==> config.mk <==
export PLATFORM = sky130hd
export DESIGN_NAME = mem_read_arbiter_flat
export DESIGN_NICKNAME = d
export VERILOG_FILES = /design/src/rtl/mem_read_arbiter_pkg.sv /design/src/rtl/mem_read_arbiter_if.sv /design/src/rtl/mem_read_arbiter_pick.sv /design/src/rtl/mem_read_arbiter.sv /design/src/flat_wrapper.sv
export SDC_FILE = /design/constraint.sdc
export NUM_CORES = 1
export LEC_CHECK = 0
export ABC_AREA = 1
export ABC_CLOCK_PERIOD_IN_PS = 4000
export BUFFER_PORTS_ARGS = -buffer_cell sky130_fd_sc_hd__buf_2
export CAP_MARGIN = 25
export CORE_MARGIN = 2
export CORE_UTILIZATION = 45
export DETAILED_ROUTE_END_ITERATION = 10
export PLACE_DENSITY = 0.95
export SETUP_SLACK_MARGIN = 0.05
export SLEW_MARGIN = 30
export SYNTH_ARGS = -nofsm -noshare
export SYNTH_HDL_FRONTEND = slang
export SYNTH_SLANG_ARGS = --single-unit
==> constraint.sdc <==
create_clock -name clk -period 4 [get_ports clk]
set_clock_uncertainty 0.15 [all_clocks]
set_input_delay 0 -clock clk [delete_from_list [all_inputs] [get_ports clk]]
set_output_delay 0 -clock clk [all_outputs]
set_load 0.01 [all_outputs]
==> src/rtl/mem_read_arbiter_pkg.sv <==
// Shared types and constants for the two-master memory read arbiter.
// The arbitration mode is selected by the MEM_ARB_ROUND_ROBIN_EN macro.
package mem_read_arbiter_pkg;

  localparam int XLEN     = 32;
  localparam int STARVE_W = 4;

  typedef enum logic {
    ARB_IDLE = 1'b0,
    ARB_BUSY = 1'b1
  } arb_state_t;

  typedef enum logic {
    ARB_M_IFU = 1'b0,
    ARB_M_LSU = 1'b1
  } arb_master_t;

  function automatic logic [STARVE_W-1:0] sat_inc(input logic [STARVE_W-1:0] v);
    return (v == {STARVE_W{1'b1}}) ? v : v + 1'b1;
  endfunction

endpackage

==> src/rtl/mem_read_arbiter_if.sv <==
// One read port: a requester (master modport) and the side serving it (slave modport).
// Handshake: re is raised with sel/addr and held until the cycle ack=1; that cycle
// completes the read and data is valid only while ack=1. No ack ever arrives without re.
interface mem_read_arbiter_if #(
  parameter int XLEN = 32
);
  logic              re;
  logic [XLEN/8-1:0] sel;
  logic [XLEN-1:0]   addr;
  logic              ack;
  logic [XLEN-1:0]   data;

  modport master (output re, sel, addr, input ack, data);
  modport slave  (input re, sel, addr, output ack, data);
endinterface

==> src/rtl/mem_read_arbiter_pick.sv <==
// Combinational winner select for the read arbiter.
// Round robin when MEM_ARB_ROUND_ROBIN_EN is defined, else fixed priority with starvation guard.
module mem_arb_pick
  import mem_read_arbiter_pkg::*;
#(
  parameter int MAX_STARVE = 4
) (
  input  logic                m0_re,
  input  logic                m1_re,
  input  arb_master_t         rr_last,
  input  logic [STARVE_W-1:0] starve_cnt,
  output arb_master_t         winner
);

  localparam logic [STARVE_W-1:0] MAX_STARVE_W = STARVE_W'(MAX_STARVE);

`ifdef MEM_ARB_ROUND_ROBIN_EN
  logic [STARVE_W-1:0] unused_starve_cnt;
  assign unused_starve_cnt = starve_cnt;
`else
  arb_master_t unused_rr_last;
  assign unused_rr_last = rr_last;
`endif

  always_comb begin
    winner = ARB_M_IFU;
    if (m0_re && !m1_re) begin
      winner = ARB_M_IFU;
    end else if (m1_re && !m0_re) begin
      winner = ARB_M_LSU;
    end else if (m0_re && m1_re) begin
`ifdef MEM_ARB_ROUND_ROBIN_EN
      winner = (rr_last == ARB_M_LSU) ? ARB_M_IFU : ARB_M_LSU;
`else
      // Data normally wins ties; fetch is forced ahead once it has lost too often.
      winner = (starve_cnt >= MAX_STARVE_W) ? ARB_M_IFU : ARB_M_LSU;
`endif
    end
  end

endmodule

==> src/rtl/mem_read_arbiter.sv <==
// Shares one read-only memory bus between fetch (m0) and load/store (m1), one read in flight.
// Tie-break mode is selected by MEM_ARB_ROUND_ROBIN_EN (undefined: fixed priority to m1).
module mem_read_arbiter
  import mem_read_arbiter_pkg::*;
#(
  parameter int XLEN       = mem_read_arbiter_pkg::XLEN,
  parameter int MAX_STARVE = 4
) (
  input  logic                clk,
  input  logic                reset,
  mem_read_arbiter_if.slave   m0,
  mem_read_arbiter_if.slave   m1,
  mem_read_arbiter_if.master  s,
  output logic                grant,
  output logic                busy,
  output arb_state_t          dbg_state,
  output logic [STARVE_W-1:0] dbg_starve_cnt
);

  arb_state_t          state_q, state_d;
  logic                s_re_q, s_re_d;
  logic [XLEN/8-1:0]   s_sel_q, s_sel_d;
  logic [XLEN-1:0]     s_addr_q, s_addr_d;
  arb_master_t         grant_q, grant_d;
  arb_master_t         rr_last_q, rr_last_d;
  logic [STARVE_W-1:0] starve_q, starve_d;
  arb_master_t         winner;

  mem_arb_pick #(
    .MAX_STARVE (MAX_STARVE)
  ) u_pick (
    .m0_re      (m0.re),
    .m1_re      (m1.re),
    .rr_last    (rr_last_q),
    .starve_cnt (starve_q),
    .winner     (winner)
  );

  always_comb begin
    state_d   = state_q;
    s_re_d    = s_re_q;
    s_sel_d   = s_sel_q;
    s_addr_d  = s_addr_q;
    grant_d   = grant_q;
    rr_last_d = rr_last_q;
    starve_d  = starve_q;
    case (state_q)
      ARB_IDLE: begin
        if (m0.re || m1.re) begin
          state_d   = ARB_BUSY;
          s_re_d    = 1'b1;
          grant_d   = winner;
          rr_last_d = winner;
          s_sel_d   = (winner == ARB_M_LSU) ? m1.sel  : m0.sel;
          s_addr_d  = (winner == ARB_M_LSU) ? m1.addr : m0.addr;
`ifndef MEM_ARB_ROUND_ROBIN_EN
          if (winner == ARB_M_IFU) begin
            starve_d = '0;
          end else if (m0.re) begin
            starve_d = sat_inc(starve_q);
          end
`endif
        end
      end
      ARB_BUSY: begin
        // Request registers stay frozen until the slave completes.
        if (s.ack) begin
          state_d = ARB_IDLE;
          s_re_d  = 1'b0;
        end
      end
      default: state_d = ARB_IDLE;
    endcase
  end

  always_ff @(posedge clk or posedge reset) begin
    if (reset) begin
      state_q   <= ARB_IDLE;
      s_re_q    <= 1'b0;
      s_sel_q   <= '0;
      s_addr_q  <= '0;
      grant_q   <= ARB_M_IFU;
      rr_last_q <= ARB_M_LSU;
      starve_q  <= '0;
    end else begin
      state_q   <= state_d;
      s_re_q    <= s_re_d;
      s_sel_q   <= s_sel_d;
      s_addr_q  <= s_addr_d;
      grant_q   <= grant_d;
      rr_last_q <= rr_last_d;
      starve_q  <= starve_d;
    end
  end

  // A stray s_ack while idle must not reach either master.
  assign m0.ack  = (state_q == ARB_BUSY) && s.ack && (grant_q == ARB_M_IFU);
  assign m1.ack  = (state_q == ARB_BUSY) && s.ack && (grant_q == ARB_M_LSU);
  assign m0.data = s.data;
  assign m1.data = s.data;

  assign s.re   = s_re_q;
  assign s.sel  = s_sel_q;
  assign s.addr = s_addr_q;

  assign grant          = grant_q;
  assign busy           = (state_q == ARB_BUSY);
  assign dbg_state      = state_q;
  assign dbg_starve_cnt = starve_q;

endmodule

==> src/flat_wrapper.sv <==
// flat-port wrapper written by rule: the top's interface ports become plain ports
module mem_read_arbiter_flat import mem_read_arbiter_pkg::*;
#(
  parameter int XLEN       = mem_read_arbiter_pkg::XLEN,
  parameter int MAX_STARVE = 4
)
  (clk, reset, grant, busy, dbg_state, dbg_starve_cnt, m0_re, m0_sel, m0_addr, m0_ack, m0_data, m1_re, m1_sel, m1_addr, m1_ack, m1_data, s_re, s_sel, s_addr, s_ack, s_data);
  mem_read_arbiter_if #(.XLEN(XLEN)) m0_i ();
  mem_read_arbiter_if #(.XLEN(XLEN)) m1_i ();
  mem_read_arbiter_if #(.XLEN(XLEN)) s_i ();
  input  logic clk;
  input  logic reset;
  output logic grant;
  output logic busy;
  output arb_state_t dbg_state;
  output logic [STARVE_W-1:0] dbg_starve_cnt;
  input wire logic [$bits(m0_i.re)-1:0] m0_re;
  input wire logic [$bits(m0_i.sel)-1:0] m0_sel;
  input wire logic [$bits(m0_i.addr)-1:0] m0_addr;
  output wire logic [$bits(m0_i.ack)-1:0] m0_ack;
  output wire logic [$bits(m0_i.data)-1:0] m0_data;
  input wire logic [$bits(m1_i.re)-1:0] m1_re;
  input wire logic [$bits(m1_i.sel)-1:0] m1_sel;
  input wire logic [$bits(m1_i.addr)-1:0] m1_addr;
  output wire logic [$bits(m1_i.ack)-1:0] m1_ack;
  output wire logic [$bits(m1_i.data)-1:0] m1_data;
  output wire logic [$bits(s_i.re)-1:0] s_re;
  output wire logic [$bits(s_i.sel)-1:0] s_sel;
  output wire logic [$bits(s_i.addr)-1:0] s_addr;
  input wire logic [$bits(s_i.ack)-1:0] s_ack;
  input wire logic [$bits(s_i.data)-1:0] s_data;
  assign m0_i.re = m0_re;
  assign m0_i.sel = m0_sel;
  assign m0_i.addr = m0_addr;
  assign m0_ack = m0_i.ack;
  assign m0_data = m0_i.data;
  assign m1_i.re = m1_re;
  assign m1_i.sel = m1_sel;
  assign m1_i.addr = m1_addr;
  assign m1_ack = m1_i.ack;
  assign m1_data = m1_i.data;
  assign s_re = s_i.re;
  assign s_sel = s_i.sel;
  assign s_addr = s_i.addr;
  assign s_i.ack = s_ack;
  assign s_i.data = s_data;
  mem_read_arbiter #(.XLEN(XLEN), .MAX_STARVE(MAX_STARVE)) u_core (.clk(clk), .reset(reset), .m0(m0_i), .m1(m1_i), .s(s_i), .grant(grant), .busy(busy), .dbg_state(dbg_state), .dbg_starve_cnt(dbg_starve_cnt));
endmodule
# Word-level counts from Yosys, hierarchy flattened
# Index checks and enable logic that the tools add are counted.
word_totals:
  ff_bits: 43
  out_inout_bits: 110
  wordCells: 42
classes:
  add_sub_neg: 1
  magnitude_cmp: 1
  eq_ne: 5
  n_mux: 15
  bitwise: 2
  reduce_logical: 12
ops:
  columns: ["cell", "count"]
  rows:
  - ["32-bit two-way mux", 1]
  - ["4-bit two-way mux", 4]
  - ["1-bit two-way mux", 8]
  - ["1-bit logical AND", 6]
  - ["2-bit != test (second input constant)", 3]
  - ["4-bit by 1-bit adder with 4-bit output (second input constant)", 1]
  - ["4-bit equality test (second input constant)", 1]
  - ["4-bit by 3-bit greater-or-equal comparator with 1-bit output (second input constant)", 1]
  - ["1-bit case mux with 2 select lines", 2]
  - ["2-bit AND reduction", 2]
  - ["4-bit AND reduction", 1]
  - ["1-bit logical NOT", 2]
  - ["2-bit by 1-bit != test with 1-bit output (second input constant)", 1]
  - ["1-bit inverter", 2]
  - ["1-bit logical OR", 1]

# Longest topological paths before layout
# Gate-level depths: netlist of the first run.
depth:
  word_depth: 7
  depth_mapped: 7
  mapped_depth_nobuf: 6

# By module
# A second synthesis of the first run with hierarchy kept.
unflattened:
  hier_cells: 323
  hier_area_um2: 2568.7
by_module_without_submodules:
  columns: ["module", "instances", "cells_each", "area_per_inst_um2", "seq_area_each_um2"]
  rows:
  - ["mem_read_arbiter", 1, 316, 2539.9, 1102.3]
  - ["mem_arb_pick", 1, 7, 28.8, 0.0]

# Least setup slack after synthesis of the first run
# Ideal clock, no wire load.
synth_timing:
  path_type: "reg2reg"
  startpoint: "register u_core.starve_q[3], in the netlist u_core.dbg_starve_cnt[3]"
  endpoint: "register u_core.s_addr_q[17], in the netlist u_core.s.addr[17]"
  setup_time_ns: 0.117
  arrival_ns: 1.072
  required_ns: 3.733
  path_slack_ns: 2.660
  path_stages_with_launch: 6
  n_path_buf: 1
  cell_sequence: "dfrtp_1 o21ai_4 buf_2 nand3_1 nand3_1 nand2_1"
synth_between:
  elab_chain_cells: 6
synth_rtl:
  columns: ["element", "line", "rtl"]
  rows:
  - ["from (decl)", "mem_read_arbiter.sv:26", "logic [STARVE_W-1:0] starve_q, starve_d;"]
  - ["from (signal assigned)", "mem_read_arbiter.sv:92", "starve_q <= starve_d;"]
  - ["4-bit by 3-bit greater-or-equal comparator with 1-bit output", "mem_read_arbiter_pick.sv:36", "winner = (starve_cnt >= MAX_STARVE_W) ? ARB_M_IFU : ARB_M_LSU;"]
  - ["1-bit two-way mux", "mem_read_arbiter_pick.sv:36", null]
  - ["1-bit two-way mux", "mem_read_arbiter_pick.sv:31", "end else if (m0_re && m1_re) begin"]
  - ["1-bit two-way mux", "mem_read_arbiter_pick.sv:29", "end else if (m1_re && !m0_re) begin"]
  - ["1-bit two-way mux", "mem_read_arbiter_pick.sv:27", "if (m0_re && !m1_re) begin"]
  - ["32-bit two-way mux", "mem_read_arbiter.sv:55", "s_addr_d = (winner == ARB_M_LSU) ? m1.addr : m0.addr;"]
  - ["to (signal assigned)", "mem_read_arbiter.sv:89", "s_addr_q <= s_addr_d;"]
  - ["to (decl)", "mem_read_arbiter.sv:23", "logic [XLEN-1:0] s_addr_q, s_addr_d;"]
# No other way between the ends.
# A chain may end at the register's enable or synchronous reset.

# Worst setup path after layout of the first run
layout_timing:
  startpoint: "register u_core.starve_q[3], in the netlist u_core.dbg_starve_cnt[3]"
  endpoint: "register u_core.s_addr_q[2], in the netlist u_core.s.addr[2]"
# Same word-level chain as after synthesis.

==> results of run 1 <==
synth_stat cells, drive strengths merged:
cell type  instances  area [um2]
o21a               1       7.510
nand3            110       700.7
a21oi              1       5.000
nor2               6       22.52
nand2             80       315.3
o21ai              6       45.05
buf               85       644.4
dfrtp             43        1076
inv               81       304.0
clkbuf             1       3.750
ha                 1       12.51
through the flow:
| stage | power, mW | utilization [%] |
|---|---|---|
| 2_1_floorplan | 1.154 | - |
| 3_3_place_gp | 1.314 | 47.57 |
| 3_5_place_dp | 1.345 | 47.57 |
| 4_1_cts | 1.798 | 64.72 |
| 5_1_grt | 1.938 | 64.74 |
| 6_report | 1.813 | 64.74 |
worst max-delay path by stage:
stage                                              start                                   end  slack (ns)
finish              u_core.dbg_starve_cnt[3]$_DFFE_PP0P_          u_core.s.addr[2]$_DFFE_PP0P_        1.54
detailed placement                                 m1_re  u_core.dbg_starve_cnt[0]$_DFFE_PP0P_        2.15
global placement                                   m1_re  u_core.dbg_starve_cnt[2]$_DFFE_PP0P_        2.24
CTS                 u_core.dbg_starve_cnt[3]$_DFFE_PP0P_          u_core.s.addr[2]$_DFFE_PP0P_        1.63
global route        u_core.dbg_starve_cnt[3]$_DFFE_PP0P_         u_core.s.addr[11]$_DFFE_PP0P_        1.40
floorplan           u_core.dbg_starve_cnt[3]$_DFFE_PP0P_         u_core.s.addr[17]$_DFFE_PP0P_        2.66
power by group through the flow:
stage	Clock (mW)	Sequential, mW	Combinational [mW]
after floorplan	0	0.766	0.388
after global placement	0	0.685	0.630
after detailed placement	0	0.693	0.652
after CTS	0.297	0.688	0.814
after global routing	0.308	0.713	0.917
final	0.287	0.696	0.830
routing by layer:
| metal | up-vias | GRT usage [%] | routed length (um) |
|---|---|---|---|
| met3 | 34 | 5.308 | 669 |
| met2 | 201 | 42.91 | 4769 |
| met5 | - | 0 | 0 |
| met1 | 1513 | 25.44 | 3408 |
| met4 | 0 | 9.371 | 261 |
| li1 | 1506 | - | - |
layout make-up:
type | count | area [um2] | share of cell area (%)
inverter | 81 | 305.3 | 6.979
multi-input combinational | 205 | 1116 | 25.51
tap | 80 | 100.1 | 2.288
clock buffer | 6 | 82.58 | 1.888
sequential | 43 | 1076 | 24.60
timing repair buffer | 230 | 1689 | 38.62
clock inverter | 1 | 5.005 | 0.1144
sequential cells by signal, summed over array words and instances (netlist names):
signal                 count
u_core.s.addr             32
u_core.dbg_starve_cnt      4
u_core.s.sel               4
u_core.busy                1
u_core.grant               1
u_core.s.re                1
logic make-up after synthesis:
logic type | after synthesis
DFF | 43
buffers and inverters | 167
adders and majority gates | 1
and+or+nand+nor | 196
AOI/OAI and AO/OA | 8
what timing repair did:
action                                  CTS  global route
endpoints found under the setup margin    0             0
hold buffers                            107             0
buffers inserted                          0             0
hold endpoints to repair                146             0
critical path, cell delays in order (launching register included):
cell	delay [ns]
dfrtp_1	0.45
o21ai_4	0.74
nand3_1	0.18
nand3_1	0.15
dlygate4sd3_1	0.59
nand2_1	0.07
==> results.py, run 1 <==
metrics = {
    "floorplanning": {
        "io_pins": 219,
        "die_x_um": 87.49,
        "dieArea_um2": 7655,
        "die_h_um": 87.49,
        "start_util_pct": 46.43,
        "rows": 30,
        "core_area_um2": 6756,
    },
    "yosys": {
        "synth_compound_area_share_pct": 1.835,
        "synth_top_family_by_area": "simple AND/OR/NAND/NOR gates",
        "syn-num-nets": 525,
        "synthXorXnorAreaFrac_pct": 0,
        "synth_fa_ha_area_share_pct": 0.3989,
        "synth_area_um2": 3137,
        "yosys_warnings": 0,
        "ys_ff_latch": 43,
        "syn_area_per_cell_um2": 7.558,
        "postSynthCellCount": 415,
        "yosysSeqAreaShare_pct": 34.30,
        "synth_cell_types": 18,
        "yosys.area_share.simple_pct": 33.11,
        "synth.mux.area_fraction_pct": 0,
    },
    "timing": {
        "fin_crit_ns": 2.460,
        "timing.final.crit_share_pct": 61.51,
        "final_hold_viol_count": 0,
        "rsz0062_at_grt": "false",
        "timing.final.ws_setup_ns": 1.540,
        "drv_slew": 0,
        "tightest_slew_ns": 0.8995,
        "fin_hold_ws_ns": 0.2303,
        "slew_headroom_pct": 39.81,
        "setup_viol_count_final": 0,
        "max_freq_mhz": 406.5,
        "tns_ns": 0,
    },
    "detailed_routing": {
        "wire_per_inst_um": 14.10,
        "dr.first_iter.drc_count": 105,
        "vias_per_cell": 5.037,
        "ant_nets": 0,
        "drt_wl_total_um": 9108,
        "drcViolationCount": 0,
        "drt-pass1-iter-count": 4,
        "via_count": 3254,
    },
    "worst_setup_path": {
        "worstPathArrival_ns": 2.49,
        "r2r-end": "u_core.s.addr[2]$_DFFE_PP0P_",
        "reg2reg_slack_ns": 1.54,
        "end_kind": "register",
        "r2r_cells": 5,
        "crit_fanout": 36,
        "r2r_start": "u_core.dbg_starve_cnt[3]$_DFFE_PP0P_",
        "path_class": "register to register",
        "crit_required_ns": 4.03,
        "start_kind": "register",
    },
    "power": {
        "p_switching_mw": 0.7077,
        "p_leak_nw": 2.471,
        "vdd_ir_drop_max_mv": 0.3424,
        "power_density_nw_per_um2": 414.6,
        "intPower_mw": 1.106,
        "seq_power_share_pct": 38.4,
        "p_sw_share_pct": 39.02,
        "clockPowerShare_pct": 15.8,
        "combPwrFrac_pct": 45.8,
    },
    "grt": {
        "track_usage_pct": 23.26,
        "grt_max_degree": 44,
        "antenna_found_initial": 0,
        "grt_pass1_vias": 3137,
        "grt_overflow": 0,
        "grt_pass1_wl_um": 14120,
    },
    "final_layout": {
        "final_area_um2": 4374,
        "final_nets": 676,
        "final_cell_mix": "buf_2, dlygate4sd3_1, nand3_1, nand2_1, inv_1",
        "layout_commonest_cell": "buf_2",
        "fin_cells": 646,
        "diodes": 0,
        "areaGrowthSynthToFinish_pct": 39.45,
        "drive_gt1_share_pct": 29.68,
        "n_fill_cell": 506,
    },
    "place": {
        "placed_cells": 532,
        "placed_cell_area_um2": 3214,
        "place_ws_ns": 2.148,
        "gp_congestion": 0.7931,
        "place.port_buffers": 122,
        "dpl.hpwl_um": 4940,
    },
    "job": {
        "cap_violations": 0,
    },
    "cts": {
        "numCtsBuffers": 5,
        "htreeDepth": 2,
        "clk_latency_ns": 0.29,
        "clock_sinks": 43,
        "cts.clk_slew.worst_paths_ns": 0.09,
        "cts_tree": "built",
        "clockRootBuffer": "clkbuf_8",
        "ctsResizeCount": 0,
        "clockBufferDepth": 2,
    },
    "worst_hold_path": {
        "hold_class": "input pin to asynchronous set/reset pin",
    },
    "outcome": {
        "status": "completed",
    },
}
Note: power is estimated with default switching activity, not from simulation.
==> run 2: changes to the inputs <==
Settings changed: ABC_CLOCK_PERIOD_IN_PS 4000 to 2000, CORE_UTILIZATION 45 to 38, PLACE_DENSITY 0.95 to 0.87.
Clock period 4 ns to 2 ns, I/O delays scaled along.
==> results.py, run 2 (synthesis gave the netlist of run 1 again) <==
metrics = {
    "place": {
        "place_ws_ns": 0.4596,
        "gp_congestion": 0.7860,
        "placed_cells": 565,
        "dpl.hpwl_um": 5552,
        "place.port_buffers": 122,
    },
    "worst_setup_path": {
        "reg2reg_slack_ns": 0.10,
        "endpoint": "u_core.s.addr[4]$_DFFE_PP0P_",
        "r2r_start": "u_core.dbg_starve_cnt[3]$_DFFE_PP0P_",
        "crit_start": "u_core.dbg_starve_cnt[3]$_DFFE_PP0P_",
        "end_kind": "register",
        "r2r-end": "u_core.s.addr[4]$_DFFE_PP0P_",
        "crit_fanout": 16,
        "start_kind": "register",
        "r2r_cells": 6,
        "path_class": "register to register",
        "crit_required_ns": 2.03,
        "worstPathArrival_ns": 1.93,
    },
    "grt": {
        "grt_max_degree": 44,
        "grt_pass1_wl_um": 14710,
        "grt_pass1_vias": 3240,
        "track_usage_pct": 21.07,
        "grt_overflow": 0,
        "antenna_found_initial": 0,
    },
    "power": {
        "p_leak_nw": 2.581,
        "vdd_ir_drop_max_mv": 0.3515,
        "p_total_mw": 3.702,
        "power_density_nw_per_um2": 811.3,
    },
    "final_layout": {
        "layout_commonest_cell": "buf_2",
        "drive_gt1_share_pct": 31.37,
        "largest_reg_flops": 32,
        "final_nets": 687,
        "final_cell_mix": "buf_2, dlygate4sd3_1, nand3_1, nand2_1, inv_1",
        "multi_input_area_um2": 1135,
        "fin_cells": 682,
        "ff_latch_area_um2": 1079,
        "areaGrowthSynthToFinish_pct": 45.47,
        "diodes": 0,
        "n_fill_cell": 708,
    },
    "detailed_routing": {
        "drcViolationCount": 0,
        "dr.first_iter.drc_count": 190,
        "drt_wl_total_um": 9785,
        "highest_layer": "met4",
        "wire_per_inst_um": 14.35,
        "vias_per_cell": 4.746,
        "drt-pass1-iter-count": 4,
        "met1Wirelength_um": 3563,
        "ant_nets": 0,
        "wl_met2_um": 5205,
        "wl_met3_um": 688,
        "via_count": 3237,
    },
    "timing": {
        "slew_headroom_pct": 62.74,
        "setup_viol_count_final": 0,
        "drv_slew": 0,
        "timing.final.crit_share_pct": 94.85,
        "final_hold_viol_count": 0,
        "tightest_slew_ns": 0.5589,
        "rsz0062_at_grt": "true",
        "tns_ns": 0,
        "max_freq_mhz": 527.2,
        "timing.final.ws_setup_ns": 0.1030,
        "fin_crit_ns": 1.897,
    },
    "cts": {
        "cts_tree": "built",
        "clockBufferDepth": 2,
        "htreeDepth": 2,
        "clockRootBuffer": "clkbuf_8",
        "clk_latency_ns": 0.29,
        "clock_sinks": 43,
        "cts.clk_slew.worst_paths_ns": 0.09,
        "numCtsBuffers": 5,
    },
    "floorplanning": {
        "start_util_pct": 38.76,
        "core_area_um2": 8093,
        "dieArea_um2": 8997,
        "die_h_um": 94.86,
        "die_x_um": 94.86,
        "rows": 33,
        "io_pins": 219,
    },
    "worst_hold_path": {
        "hold_class": "input pin to register",
    },
    "job": {
        "cap_violations": 0,
    },
    "outcome": {
        "status": "completed",
    },
}
-- run 2: cell count changes in the layout (fill, tap and decap cells not counted), sizes merged --
| cell | change |
|---|---|
| buf | +10 |
| bufinv | +1 |
| clkinv | -2 |
| inv | +1 |
| nand2 | +1 |
-- run 2: cell type report --
cell class | instances | share of cell area, %
clock buffer | 6 | 1.590
inverter | 81 | 6.718
sequential | 43 | 23.64
clock inverter | 1 | 0.6581
multi-input combinational | 206 | 24.87
timing repair buffer | 240 | 39.65
tap | 105 | 2.879
-- run 2: through the flow --
step / instance area [um2] / hold slack (ns) / utilization (%)
6_report: 4563 / 0.1758 / 56.39
4_1_cts: 4517 / 0.1648 / 55.81
3_3_place_gp: 3343 / -0.1499 / 41.31
5_1_grt: 4563 / 0.1845 / 56.39
2_1_floorplan: 3137 / -0.05823 / -
3_5_place_dp: 3343 / -0.1499 / 41.31
-- run 2: worst min path at each step --
stage / from / to / slack, ns / cells after the start
2_1_floorplan: s_data[0] / m0_data[0] / -0.06 / 1
3_3_place_gp: s_data[1] / m0_data[1] / -0.15 / 0
3_5_place_dp: s_data[1] / m0_data[1] / -0.15 / 0
4_1_cts: m1_re / u_core.s.addr[29]$_DFFE_PP0P_ / 0.16 / 5
5_1_grt: m1_re / u_core.s.addr[29]$_DFFE_PP0P_ / 0.18 / 5
6_report: m1_re / u_core.s.addr[22]$_DFFE_PP0P_ / 0.18 / 5
-- run 2: what timing repair did --
action	4_1_cts	5_1_grt
gates resized for setup	0	9
hold endpoints to repair	146	0
setup buffers	0	2
hold buffers	107	0
endpoints found under the setup margin	0	14
-- run 2: power breakdown --
part | switching [mW] | leakage [nW] | internal (mW) | total (mW)
clock network | 0.291 | 0.0513 | 0.367 | 0.658
logic | 0.912 | 2.01 | 0.741 | 1.65
registers | 0.202 | 0.524 | 1.19 | 1.39
-- run 2: critical path, cell delays in order, from the launching register on --
cell           delay (ns)
dfrtp_2              0.46
o21ai_4              0.18
buf_8                0.18
nand3_1              0.09
nand3_1              0.11
dlygate4sd3_1        0.56
nand2_1              0.05
-- run 2: routing by layer --
metal  global-route usage [%]  vias to the layer above
li1                         -                     1527
met3                    5.108                       42
met2                    39.24                      196
met1                    22.03                     1472
met4                    10.02                        0
met5                        0                        -
